$ cat src/rtl/sbus_to_sram_like_wbuf_if.sv
// CPU-side sbus bundle: the core drives the request fields and samples data_r/stall.
interface sbus_if #(
  parameter int ADDR_W = 32
);
  logic              en;
  logic              we;
  logic [1:0]        size;
  logic [ADDR_W-1:0] addr;
  logic [31:0]       data_w;
  logic [31:0]       data_r;
  logic              stall;

  modport master (
    output en, we, size, addr, data_w,
    input  data_r, stall
  );

  modport slave (
    input  en, we, size, addr, data_w,
    output data_r, stall
  );
endinterface

$ cat src/rtl/sbus_to_sram_like_wbuf.sv
// sbus slave to sram_like master bridge with a posted-write FIFO; writes drain in
// program order ahead of any read, and only one sram_like transaction is outstanding.
module sbus_to_sram_like_wbuf #(
  parameter int WBUF_DEPTH = 4,
  parameter int ADDR_W     = 32
) (
  input  logic                        clk,
  input  logic                        rst,
  sbus_if.slave                       sbus,
  output logic                        sram_like_req,
  output logic                        sram_like_wr,
  output logic [1:0]                  sram_like_size,
  output logic [ADDR_W-1:0]           sram_like_addr,
  output logic [31:0]                 sram_like_wdata,
  input  logic [31:0]                 sram_like_rdata,
  input  logic                        sram_like_addr_ok,
  input  logic                        sram_like_data_ok,
  output logic                        wbuf_empty,
  output logic [$clog2(WBUF_DEPTH):0] wbuf_count
);
  localparam int IDX_W = $clog2(WBUF_DEPTH);
  localparam int PTR_W = IDX_W + 1;
  localparam logic [PTR_W-1:0] PTR_ONE = {{(PTR_W-1){1'b0}}, 1'b1};

  typedef enum logic [2:0] {
    IDLE   = 3'd0,
    W_ADDR = 3'd1,
    W_DATA = 3'd2,
    R_ADDR = 3'd3,
    R_DATA = 3'd4
  } state_t;

  state_t            state_r;
  state_t            next_state_s;
  logic [1:0]        fifo_size_r [WBUF_DEPTH];
  logic [ADDR_W-1:0] fifo_addr_r [WBUF_DEPTH];
  logic [31:0]       fifo_data_r [WBUF_DEPTH];
  logic [PTR_W-1:0]  wr_ptr_r;
  logic [PTR_W-1:0]  rd_ptr_r;
  logic [IDX_W-1:0]  wr_idx_s;
  logic [IDX_W-1:0]  rd_idx_s;
  logic [ADDR_W-1:0] rd_addr_r;
  logic [1:0]        rd_size_r;
  logic [31:0]       data_r_r;
  logic              full_s;
  logic              empty_s;
  logic              push_s;
  logic              pop_s;
  logic              rd_start_s;
  logic              rd_done_s;

  function automatic logic [31:0] align_wdata(input logic [31:0] d, input logic [1:0] off);
    return d << {off, 3'b000};
  endfunction

  function automatic logic [31:0] align_rdata(input logic [31:0] d, input logic [1:0] off);
    return d >> {off, 3'b000};
  endfunction

  assign wr_idx_s   = wr_ptr_r[IDX_W-1:0];
  assign rd_idx_s   = rd_ptr_r[IDX_W-1:0];
  assign full_s     = (wr_ptr_r[IDX_W] != rd_ptr_r[IDX_W]) && (wr_idx_s == rd_idx_s);
  assign empty_s    = (wr_ptr_r == rd_ptr_r);
  assign push_s     = sbus.en && sbus.we && !full_s;
  assign wbuf_count = wr_ptr_r - rd_ptr_r;
  assign wbuf_empty = empty_s && (state_r != W_ADDR) && (state_r != W_DATA);

  // CPU response: write stall is the registered full flag, reads release on their data_ok.
  always_comb begin
    sbus.stall  = 1'b0;
    sbus.data_r = data_r_r;
    if (rd_done_s) begin
      sbus.data_r = align_rdata(sram_like_rdata, rd_addr_r[1:0]);
    end else begin
      sbus.data_r = data_r_r;
    end
    if (!sbus.en) begin
      sbus.stall = 1'b0;
    end else if (sbus.we) begin
      sbus.stall = full_s;
    end else begin
      sbus.stall = !rd_done_s;
    end
  end

  // Port FSM next state and sram_like request decode.
  always_comb begin
    next_state_s    = state_r;
    sram_like_req   = 1'b0;
    sram_like_wr    = 1'b0;
    sram_like_size  = 2'd0;
    sram_like_addr  = {ADDR_W{1'b0}};
    sram_like_wdata = 32'h0000_0000;
    pop_s           = 1'b0;
    rd_start_s      = 1'b0;
    rd_done_s       = 1'b0;
    case (state_r)
      IDLE: begin
        // A write pushed this cycle counts as buffered so its request rises next cycle.
        if (!empty_s || push_s) begin
          next_state_s = W_ADDR;
        end else if (sbus.en && !sbus.we) begin
          next_state_s = R_ADDR;
          rd_start_s   = 1'b1;
        end else begin
          next_state_s = IDLE;
        end
      end
      W_ADDR: begin
        sram_like_req   = 1'b1;
        sram_like_wr    = 1'b1;
        sram_like_size  = fifo_size_r[rd_idx_s];
        sram_like_addr  = fifo_addr_r[rd_idx_s];
        sram_like_wdata = fifo_data_r[rd_idx_s];
        if (sram_like_addr_ok) begin
          next_state_s = W_DATA;
        end else begin
          next_state_s = W_ADDR;
        end
      end
      W_DATA: begin
        if (sram_like_data_ok) begin
          pop_s        = 1'b1;
          next_state_s = IDLE;
        end else begin
          next_state_s = W_DATA;
        end
      end
      R_ADDR: begin
        sram_like_req  = 1'b1;
        sram_like_size = rd_size_r;
        sram_like_addr = rd_addr_r;
        if (sram_like_addr_ok) begin
          next_state_s = R_DATA;
        end else begin
          next_state_s = R_ADDR;
        end
      end
      R_DATA: begin
        if (sram_like_data_ok) begin
          rd_done_s    = 1'b1;
          next_state_s = IDLE;
        end else begin
          next_state_s = R_DATA;
        end
      end
      default: begin
        next_state_s = IDLE;
      end
    endcase
  end

  // State, FIFO pointers, latched read context and held read data.
  always_ff @(posedge clk) begin
    if (rst) begin
      state_r   <= IDLE;
      wr_ptr_r  <= {PTR_W{1'b0}};
      rd_ptr_r  <= {PTR_W{1'b0}};
      rd_addr_r <= {ADDR_W{1'b0}};
      rd_size_r <= 2'd0;
      data_r_r  <= 32'h0000_0000;
    end else begin
      state_r <= next_state_s;
      if (push_s) begin
        wr_ptr_r <= wr_ptr_r + PTR_ONE;
      end
      if (pop_s) begin
        rd_ptr_r <= rd_ptr_r + PTR_ONE;
      end
      if (rd_start_s) begin
        rd_addr_r <= sbus.addr;
        rd_size_r <= sbus.size;
      end
      if (rd_done_s) begin
        data_r_r <= align_rdata(sram_like_rdata, rd_addr_r[1:0]);
      end
    end
  end

  // Write-buffer storage; contents need no reset since the pointers qualify them.
  always_ff @(posedge clk) begin
    if (push_s) begin
      fifo_size_r[wr_idx_s] <= sbus.size;
      fifo_addr_r[wr_idx_s] <= sbus.addr;
      fifo_data_r[wr_idx_s] <= align_wdata(sbus.data_w, sbus.addr[1:0]);
    end
  end
endmodule

$ cat src/flat_wrapper.sv
// flat-port wrapper written by rule: the top's interface ports become plain ports
module sbus_to_sram_like_wbuf_flat 
#(
  parameter int WBUF_DEPTH = 4,
  parameter int ADDR_W     = 32
)
  (clk, rst, sram_like_req, sram_like_wr, sram_like_size, sram_like_addr, sram_like_wdata, sram_like_rdata, sram_like_addr_ok, sram_like_data_ok, wbuf_empty, wbuf_count, sbus_en, sbus_we, sbus_size, sbus_addr, sbus_data_w, sbus_data_r, sbus_stall);
  sbus_if #(.ADDR_W(ADDR_W)) sbus_i ();
  input  logic clk;
  input  logic rst;
  output logic sram_like_req;
  output logic sram_like_wr;
  output logic [1:0] sram_like_size;
  output logic [ADDR_W-1:0] sram_like_addr;
  output logic [31:0] sram_like_wdata;
  input  logic [31:0] sram_like_rdata;
  input  logic sram_like_addr_ok;
  input  logic sram_like_data_ok;
  output logic wbuf_empty;
  output logic [$clog2(WBUF_DEPTH):0] wbuf_count;
  input wire logic [$bits(sbus_i.en)-1:0] sbus_en;
  input wire logic [$bits(sbus_i.we)-1:0] sbus_we;
  input wire logic [$bits(sbus_i.size)-1:0] sbus_size;
  input wire logic [$bits(sbus_i.addr)-1:0] sbus_addr;
  input wire logic [$bits(sbus_i.data_w)-1:0] sbus_data_w;
  output wire logic [$bits(sbus_i.data_r)-1:0] sbus_data_r;
  output wire logic [$bits(sbus_i.stall)-1:0] sbus_stall;
  assign sbus_i.en = sbus_en;
  assign sbus_i.we = sbus_we;
  assign sbus_i.size = sbus_size;
  assign sbus_i.addr = sbus_addr;
  assign sbus_i.data_w = sbus_data_w;
  assign sbus_data_r = sbus_i.data_r;
  assign sbus_stall = sbus_i.stall;
  sbus_to_sram_like_wbuf #(.WBUF_DEPTH(WBUF_DEPTH), .ADDR_W(ADDR_W)) u_core (.clk(clk), .rst(rst), .sbus(sbus_i), .sram_like_req(sram_like_req), .sram_like_wr(sram_like_wr), .sram_like_size(sram_like_size), .sram_like_addr(sram_like_addr), .sram_like_wdata(sram_like_wdata), .sram_like_rdata(sram_like_rdata), .sram_like_addr_ok(sram_like_addr_ok), .sram_like_data_ok(sram_like_data_ok), .wbuf_empty(wbuf_empty), .wbuf_count(wbuf_count));
endmodule
$ cat config.mk
export PLATFORM = sky130hd
export DESIGN_NAME = sbus_to_sram_like_wbuf_flat
export DESIGN_NICKNAME = d
export VERILOG_FILES = /design/src/rtl/sbus_to_sram_like_wbuf_if.sv /design/src/rtl/sbus_to_sram_like_wbuf.sv /design/src/flat_wrapper.sv
export SDC_FILE = /design/constraint.sdc
export NUM_CORES = 1
export LEC_CHECK = 0
export CAP_MARGIN = 20
export CORE_ASPECT_RATIO = 0.75
export CORE_MARGIN = 3
export CORE_UTILIZATION = 35
export DETAILED_ROUTE_END_ITERATION = 16
export GPL_TIMING_DRIVEN = 1
export PLACE_DENSITY = 0.59
export SLEW_MARGIN = 20
export SYNTH_ARGS = -nofsm -noshare
export SYNTH_HDL_FRONTEND = slang
export SYNTH_SLANG_ARGS = --single-unit
export TNS_END_PERCENT = 30
$ cat constraint.sdc
create_clock -name clk -period 5.4 [get_ports clk]
set_input_delay 0.81 -clock clk [delete_from_list [all_inputs] [get_ports clk]]
set_output_delay 0.81 -clock clk [all_outputs]
set_load 0.02 [all_outputs]
; ---- Word level (Yosys, flattened, before mapping)
; Memories as Yosys holds them, arrays and structs flattened. A register that Yosys moved wholly into a read port is not among the register bits.
; Index checks and enable logic that the tools add are counted.
; W data, S select, Z words.
[op_classes]
mux = 29
reduce_logical = 13
add_sub_neg = 3
n_eq_ne = 9
shifts = 2
[ops]
columns = op, n
row1 = $mux W32, 2
row2 = $pmux W32 S2, 1
row3 = $shl A32 B5 Y32, 1
row4 = $shr A32 B5 Y32, 1
row5 = $mux W2, 9
row6 = $pmux W3 S5, 1
row7 = $mux W1, 12
row8 = $mux W3, 3
row9 = $add A3 B1 Y3 const B, 2
row10 = $eq A3 B2 Y1 const B, 2
row11 = $logic_and A1 B1 Y1, 6
row12 = $logic_not A1 Y1, 4
row13 = $pmux W2 S2, 1
row14 = $eq A3 B1 Y1 const B, 1
row15 = $eq A3 B3 Y1, 1
row16 = $eq A3 B3 Y1 const B, 1
row17 = $logic_not A3 Y1, 1
row18 = $ne A3 B1 Y1 const B, 1
row19 = $ne A3 B2 Y1 const B, 1
row20 = $sub A3 B3 Y3, 1
row21 = $eq A2 B2 Y1, 1
row22 = $reduce_or A2 Y1, 1
row23 = $logic_or A1 B1 Y1, 1
row24 = $ne A1 B1 Y1, 1
[word_totals]
mem_count = 3
elab_cells = 65
input_bits = 104
ramBits = 264
register_bits = 75
out_inout_bits = 105
[mem_list]
columns = name, depth, width, rd, rd_clocked_by_memory_dff, wr, line
row1 = u_core.fifo_addr_r, 4, 32, 1, 1, 1, sbus_to_sram_like_wbuf.sv:36  ; logic [ADDR_W-1:0] fifo_addr_r [WBUF_DEPTH];
row2 = u_core.fifo_data_r, 4, 32, 1, 1, 1, sbus_to_sram_like_wbuf.sv:37  ; logic [31:0] fifo_data_r [WBUF_DEPTH];
row3 = u_core.fifo_size_r, 4, 2, 1, 1, 1, sbus_to_sram_like_wbuf.sv:35  ; logic [1:0] fifo_size_r [WBUF_DEPTH];

; ---- Depth between registers and ports, before layout
; Gate-level depths: netlist of run 1.
[depth]
word_depth = 7
mapped_depth = 7
mapped_depth_nobuf = 5

; ---- Least setup slack after synthesis of run 1
; OpenSTA, ideal clock, no wires.
[synth_timing]
path_kind = reg2reg
startpoint = register u_core.wr_ptr_r[0]
endpoint = register u_core.wr_ptr_r[2]
path_stages_with_launch = 5
setup_time_ns = 0.132
path_buffers = 0
slack_ns = 0.379
required_ns = 5.268
arrival_ns = 4.888
path_cell_list = dfxtp_1 inv_1 ha_1 a31oi_1 mux2_1
[synth_via]
elab_chain_cells = 4
[synth_lines]
columns = item, line
row1 = start: declaration, sbus_to_sram_like_wbuf.sv:38  ; logic [PTR_W-1:0] wr_ptr_r;
row2 = start signal: assignment, sbus_to_sram_like_wbuf.sv:157  ; wr_ptr_r <= {PTR_W{1'b0}};
row3 = start signal: assignment, sbus_to_sram_like_wbuf.sv:165  ; wr_ptr_r <= wr_ptr_r + PTR_ONE;
row4 = "parallel branches: the longest is 4 deep, another holds $add A3 B1 Y3", -
; Several ways; the timed one is not identified.
; A chain may end at the register's enable or synchronous reset.

; ---- Final worst setup path of run 1
[layout_timing]
startpoint = input port sram_like_data_ok
endpoint = output port sbus_data_r[27]
[layout_via]
elab_chain_cells = 3
[layout_lines]
columns = item, line
row1 = start: declaration, flat_wrapper.sv:18  ; input logic sram_like_data_ok;
row2 = $mux W1, sbus_to_sram_like_wbuf.sv:140  ; if (sram_like_data_ok) begin
row3 = $mux W1, sbus_to_sram_like_wbuf.sv:97  ; case (state_r)
row4 = $mux W32, -
row5 = end: declaration, flat_wrapper.sv:26  ; output wire logic [$bits(sbus_i.data_r)-1:0] sbus_data_r;
; No other way between the ends.

==> results, run 1 <==
- After legalization and detailed placement, the total HPWL measured 22700 µm.
- Among the stages of the critical path, the cell type that occurs most often is sky130_fd_sc_hd__clkdlybuf4s50_1.
- The depth of the CTS H-tree is 2.
- The final net count is 1232.
- The worst slew slack as a fraction of its limit is 0.324.
- Of all nets on the critical path, the largest fanout is 24.
- The instance count of the mapped netlist is 921.
- The endpoint identified for the worst register-to-register timing path is u_core.fifo_addr_r[2][5].
- Counting every net in the synthesized netlist gives 1033.
- After synthesis, the mean cell area works out to 15.7 µm².
- Dividing total power by cell area gives a power density of 345 nW/µm².
- The family with the most delay on the worst path is simple AND/OR/NAND/NOR gates.
- The CTS tree is yes.
- Data arrives at the worst endpoint at 3.32 ns.
- Post-CTS repair changed the size of 0 cells.
- The startpoint identified for the worst hold timing path is u_core.data_r_r[31].
- The worst hold path passes through 2 cells.
- After clock tree synthesis, the clock-pin slew on the worst setup and hold paths is 0.06 ns.
- The worst hold path belongs to the class reg2reg.
- The clock insertion delay at the later pin of the skew report is 0.52 ns.
- The number of buffers created by CTS is 37.
- The post-CTS setup-driven buffer insertion count is 0.
- The overall via count from detail_route is 8480.
- After floorplanning, the core was sized to cover 40200 µm².
- In this run the horizontal extent of the chip is 241 µm.
- The number of max-slew violations in the final report came to 0.
- The classification of the worst setup path is in2out.
- In the final layout, the multi-input gates occupy 4690 µm².
- Walking the worst path, the cells encountered are clkdlybuf4s50_1 -> and4bb_1 -> nand3_1 -> nand2_1 -> clkdlybuf4s50_1.
- The number of detailed-routing iterations run before antenna repair is 4.
- The number of DRC markers in iteration 0 is 517.
- The total leakage power is 6.08 nW.
- The first global-routing pass estimated 54600 µm of wire.
- The critical path required time is 4.59 ns.
- In this run the register-to-register setup slack is 2.48 ns.
- The post-cts hold buffer count is 0.
- The placer's final routability congestion estimate is 0.839.
- The area taken by flip-flops and latches is 9480 µm².
- The source of the worst register-to-register timing path is u_core.wr_ptr_r[0].
- For this run, the total global-route usage over all layers was measured as 0.163.
- The flow ran to the end, and the final reports show no timing, DRC or antenna violations.
- After detailed placement, the design holds a cell count of 1601.
- Together, buffers and inverters on the worst path number 2.
- STA classifies the critical path endpoint as an output pin.
- In the final routed layout, each cell accounts on average for 21.6 µm.
- The die covers 43900 µm².
- The clock drives 341 sinks.
- Dividing the detail-routed via count by the number of cells gives 5.08.
- The remaining design rule violation count is 0.
- The number of buffers on the longest clock path is 3.
- The finished layout holds 1670 standard cells, fillers aside.
- Yosys attributes the largest share of cell area to sky130_fd_sc_hd__edfxtp_1 55%, sky130_fd_sc_hd__mux4_2 12%, sky130_fd_sc_hd__dfxtp_1 11%, sky130_fd_sc_hd__mux2i_1 4.1%, sky130_fd_sc_hd__nand2b_1 3.1%.
- The kind of launch point of the worst setup path is a primary input.
- The fraction of the cycle the final worst path needs is 0.765.
- For this run, the number of Yosys warnings is 0.
- The detail route stage leaves a number of antenna-violating nets equal to 0.
- The minimum clock period is 4.13 ns.
- The clock skew is 0.0159 ns.
- Of the cells placed in the final design, the portion with a size suffix greater than 1 is 0.146.
- The library cell occupying the most area in the post-synthesis netlist is sky130_fd_sc_hd__edfxtp_1.
- The final-report hold violation count came to 0.
- The total power draw is 6.32 mW.
- The tool flagged a number of max-cap violations equal to 0.
- For this run, the slowest stage of the critical path takes 0.90 ns.
- The logic depth of the worst register-to-register path is 5.
- The layout has 3554 filler cells.
- The synthesized netlist occupies a cell area of 14500 µm².
- Global routing finished with a remaining overflow of 0.
- After synthesis the netlist holds a flip-flop and latch count of 341.
- The effective utilization at floorplan is 0.360.
- For this run, the top clock speed supported by timing is 242 MHz.
- Of the post-synthesis cell area, the dominant cell type holds 0.547.
- IR analysis of the VDD net gives a maximum drop of 0.276 mV.
- The path with the worst hold slack has its endpoint at u_core.data_r_r[31].
- The die height is 182 µm.
- For this run, the register share of the synthesized area comes to 0.654.
- 209 I/O pins were placed.
- The post-synthesis to final-layout area growth is 26.6%.
- The number of global-route vias before repair is 8827.
- The final total negative setup slack is 0 ns.
- Entering global routing, the biggest net connects 114 pins.
- Setup violations remaining at the end of the flow were counted as 0.
- The clock root buffer is sky130_fd_sc_hd__clkbuf_16.
- The number of standard-cell rows in the floorplan is 63.
- Hold is met by 0.463 ns.
- The number of buffers added on ports is 208.
- The count of cell types in the netlist is 44.
- Among all stages on the critical path, the largest delay is contributed by sky130_fd_sc_hd__and4bb_1.
- After detailed routing, the total wire length is 36100 µm.
- The number of antenna violations at the first check in global routing came to 0.
- Setup repair after global routing left no endpoint under its margin.
- At the pin with the least slew margin, the transition time is 1.01 ns.
## cells by family after synthesis
family	Yosys count	share of synthesized area
flops	341	0.654
simple gates	250	0.0953
mux	151	0.170
compound gates	94	0.0463
buf+inv	73	0.0250
fa+ha+maj	8	0.00743
xor+xnor	4	0.00242
## power by group
group / total [mW] / internal (mW) / switching [mW]
combinational: 0.772 / 0.375 / 0.398
sequential: 2.95 / 2.90 / 0.0504
clock: 2.60 / 1.57 / 1.03
total: 6.32 / 4.85 / 1.48
## layer usage
metal	share of wire	global-route usage	vias up
met2	0.45	0.250	222
met3	0.050	0.0355	45
met4	0.020	0.0377	0
met1	0.48	0.238	4287
li1	-	-	3926
met5	0	0	-
## flip-flops by register name, summed over array words and instances, names as in the netlist, named ones only
register            count
u_core.wr_ptr_r         3
u_core.fifo_addr_r    128
u_core.rd_size_r        2
u_core.data_r_r        32
u_core.rd_ptr_r         3
u_core.fifo_size_r      8
u_core.state_r          3
u_core.rd_addr_r       32
u_core.fifo_data_r    128
## how the worst max path moves through the flow
stage	from	end	slack, ns	cells past startpoint
after detailed placement	sram_like_data_ok	sbus_data_r[27]	1.30	5
after global routing	sram_like_data_ok	sbus_data_r[27]	1.09	5
after global placement	sram_like_data_ok	sbus_data_r[2]	1.40	4
final	sram_like_data_ok	sbus_data_r[27]	1.27	5
after floorplan	u_core.wr_ptr_r[0]	u_core.wr_ptr_r[2]	0.38	4
after CTS	sram_like_data_ok	sbus_data_r[27]	1.33	5
## synthesized netlist by cell type, drive strengths merged
library cell	count
dfxtp	77
a311oi	1
nor3	9
or2	1
clkbuf	37
and4bb	1
nand2b	71
and2	43
a211oi	10
edfxtp	264
or3	9
xor2	2
o21ai	9
nand2	44
nor4	1
nor2b	20
and3b	1
or4b	1
a31oi	2
inv	9
and2b	1
buf	27
a21oi	27
o31ai	1
fa	1
mux2	18
o21ba	1
ha	7
mux4	74
a22o	34
nand3	10
mux2i	59
nor2	35
nand4bb	2
a221oi	8
a32oi	1
nor4bb	1
xnor2	2
## layout make-up
cell class,count,share of cell area
flip-flops and latches,341,0.517
diodes,1,0.000137
well taps,520,0.0355
clock inverters,25,0.0139
inverters,9,0.00184
repair buffers,224,0.121
clock buffers,43,0.0546
multi-input cells,507,0.256
## placed cells by master (no fill, tap or decap), drive strengths merged, types with 7 or more instances in the layout
cell	count
a21oi	27
nand2	44
mux4	74
nor2b	20
inv	10
nand2b	71
ha	7
nand3	10
nor2	35
a221oi	8
o21ai	9
nor3	9
clkbuf	43
clkdlybuf4s50	206
a22o	34
and2	43
clkinv	17
edfxtp	264
dfxtp	77
mux2	18
a211oi	10
mux2i	59
or3	9
buf	18
## worst min-delay path: stages, from the launching register on
cell	delay, ns
sky130_fd_sc_hd__dfxtp_1	0.30
sky130_fd_sc_hd__nand2_1	0.06
sky130_fd_sc_hd__a21oi_1	0.06
## per-stage QoR
stage / utilization / cell area (µm²) / worst slack, ns
after floorplan: - / 14500 / 0.379
after global placement: 0.425 / 17100 / 1.40
after detailed placement: 0.425 / 17100 / 1.30
after CTS: 0.456 / 18300 / 1.33
after global routing: 0.456 / 18300 / 1.09
final: 0.456 / 18300 / 1.27
(Power assumes the default switching activity.)
==> inputs of run 2 (changes only) <==
- clock period: 5.4 -> 3.8 ns (I/O delays scaled with it)
==> run 2 against run 1 <==
Compared with the run above: largest power group unchanged; hold slack is essentially flat; sequential share of layout area hardly changed; count of clock-buffer cells in the layout grew 10; largest cell class unchanged; critical path type is now reg2out; critical path depth fell by 1; register-to-register slack lost 1.2 ns; first-iteration DRC count is 1.4% higher; non-clock buffer count increased by 12; cell count increased by 0.54%; design area about the same.
==> results, run 2 (synthesis results as in run 1) <==
- The run finished with clean final reports.
- STA classifies the critical path endpoint as an output pin.
- For the pin with the worst max-slew slack, the measured transition is 1.04 ns.
- The kind of launch point of the worst setup path is a register.
- Timing would allow up to 293 MHz.
- The placed cell count is 1613.
- In the final design database the tool counted 1243 nets.
- The met2 global-route usage is 0.250.
- The clock passes through at most 3 buffers.
- Across the run, the number of max-cap violations was 0.
- The clock root buffer is sky130_fd_sc_hd__clkbuf_16.
- The post-CTS setup-driven buffer insertion count is 0.
- The share of the core filled with cells in the final layout is 0.456.
- The busiest metal layer after global routing is met2.
- The floorplan has 63 rows.
- The number of antenna violations at the first check in global routing is 4.
- The logic depth of the worst register-to-register path is 5.
- The capture point of the worst reg-to-reg path is u_core.fifo_data_r[0][11].
- The average via count per standard cell is 5.08.
- From bottom edge to top edge, the die measures 182 µm.
- The count of cells resized by post-cts repair is 0.
- Walking the worst path, the cells encountered are and3b_2 -> buf_4 -> a22o_1 -> clkdlybuf4s50_1.
- CTS built an H-tree with a depth of 2.
- The post-place instance area is 17300 µm².
- Clock skew on the completed layout was measured at 0.0147 ns.
- The initial utilization of the core area, before any placement, comes to 0.360.
- The maximum fanout along the worst path is 23.
- The largest registers in the layout are u_core.fifo_addr_r (128), u_core.fifo_data_r (128).
- The count of nets left with antenna violations once routing finished came out at 0.
- In the global route stage, overall resource usage came out at 0.160.
- In the final layout, the multi-input gates occupy 4690 µm².
- The first global-routing pass estimated 53900 µm of wire.
- The area enclosed by the die boundary is 43900 µm².
- The CTS tree is yes.
- Measured along the x axis, the die boundary spans 241 µm.
- The worst path buffer plus inverter count is 2.
- The worst-case IR drop observed on VDD is 0.296 mV.
- Final hold analysis gives a worst-case slack of 0.463 ns.
- The most common cell after layout, fill and taps aside is sky130_fd_sc_hd__edfxtp_1.
- Setup total negative slack on the finished layout was measured at 0 ns.
- The filler cells instantiated in the layout total 3525.
- The fraction of the cycle the final worst path needs is 0.898.
- The final-report hold violation count came to 0.
- The number of DRC markers in iteration 0 is 524.
- The number of instances on the worst hold path is 2.
- Setup repair after global routing left no endpoint under its margin.
- The I/O pin count is 209.
- The top cell types in the final layout, fill and taps aside, are 264 x sky130_fd_sc_hd__edfxtp_1, 205 x sky130_fd_sc_hd__clkdlybuf4s50_1, 75 x sky130_fd_sc_hd__dfxtp_1.
- Relative to the synthesized area, the layout overhead comes to 26.6%.
- The fraction of layout instances using a drive strength above 1 is 0.147.
- The overall via count from detail_route is 8523.
- The placer's final routability congestion estimate is 0.798.
- Once layout is done, the placed cells without fillers occupy 18300 µm².
- The number of buffers added on ports is 208.
- The worst path arrival time is 2.84 ns.
- The clock sink total is 341.
- Setup violations remaining at the end of the flow were counted as 0.
- The final routed wire length divided by cell count is 21.0 µm.
- Clock latency on the worst-skew pair, taken at its later pin, is 0.51 ns.
- In the global route stage, met1 resource usage came out at 0.228.
- The final routed wirelength across all metal layers is 35300 µm.
- The slack of the critical path is 0.388 ns.
- The number of max-slew violations in the final report is 0.
- STA puts the critical path data required time at 3.23 ns.
- The first TritonRoute pass finished after 5 iterations.
- The path class of the tightest hold or removal check is reg2reg.
- The remaining design rule violation count is 0.
- Detailed placement ended at an HPWL of 23000 µm.
- Entering global routing, the biggest net connects 114 pins.
- Measured against its own limit, the worst slew margin works out to 0.308.
- The startpoint of the tightest hold check path is u_core.data_r_r[22].
- The reg2reg setup slack is 1.25 ns.
- The power per standard cell area is 468 nW/µm².
- The number of buffers created by CTS is 36.
- Summing all flip-flop and latch instances after layout gives 9480 µm².
- The analysis attributes to cell leakage a power of 6.07 nW.
- Buffers inserted to repair hold after CTS numbered 0.
- The number of global-route vias before repair is 8847.
- The classification of the worst setup path is reg2out.
- The area of the core is 40200 µm².
- The stage delay of the slowest cell on the critical path is 0.63 ns.
- The finished layout holds 1679 standard cells, fillers aside.
- The minimum setup slack after placement is 0.631 ns.
- On the critical path the largest part of the delay comes from buffers and inverters.
- The source of the worst register-to-register timing path is u_core.wr_ptr_r[0].
- The total power draw is 8.58 mW.
- Counting I/O delays and the setup requirement, the final critical path takes 3.41 ns.
- In the global route stage, met3 resource usage came out at 0.0354.
- Global routing finished with a remaining overflow of 0.
- The clock-pin slew on the worst setup and hold paths is 0.06 ns.
- The cell with the largest stage delay on the worst path is sky130_fd_sc_hd__clkdlybuf4s50_1.
- The end of the worst hold path is u_core.data_r_r[22].
## run 2: worst max path at each step
stage / start / endpoint / depth (start not counted)
2_1_floorplan: u_core.wr_ptr_r[0] / u_core.wr_ptr_r[2] / 4
4_1_cts: u_core.state_r[1] / sram_like_addr[11] / 4
3_5_place_dp: sram_like_data_ok / sbus_data_r[21] / 6
5_1_grt: u_core.state_r[0] / sram_like_addr[11] / 4
3_3_place_gp: sram_like_data_ok / sbus_data_r[16] / 6
6_report: u_core.state_r[1] / sram_like_addr[11] / 4
## run 2: layout make-up
type	instances	area share
clock inverter	11	0.00450
multi-input combinational	507	0.256
inverter	9	0.00184
antenna	2	0.000273
timing repair buffer	236	0.131
clock buffer	53	0.0543
sequential	341	0.517
tap	520	0.0355
## run 2: tightest hold or removal path, cell delays in order (launching register included)
cell and delay (ns):
sky130_fd_sc_hd__dfxtp_1 0.30, sky130_fd_sc_hd__nand2_1 0.06, sky130_fd_sc_hd__a21oi_1 0.06
## run 2: report_power, final
| part | switching [mW] | total (mW) | internal, mW | leakage [nW] |
|---|---|---|---|---|
| clock network | 1.38 | 3.26 | 1.89 | 0.513 |
| logic | 0.586 | 1.14 | 0.552 | 2.52 |
| registers | 0.0509 | 4.18 | 4.12 | 3.03 |
## run 2: routing by layer
metal  part of all wire  routed length [µm]  vias to the layer above
li1                   -                   -                     3942
met1               0.47               16600                     4333
met2               0.46               16300                      195
met3              0.047                1670                       49
met4              0.019                 656                        4
met5            0.00088                  31                        -
==> inputs of run 3 (changes only) <==
- SKIP_LAST_GASP: unset -> 1
==> results of run 3 <==
Final layout, timing and power as in run 2 (identical DEF).
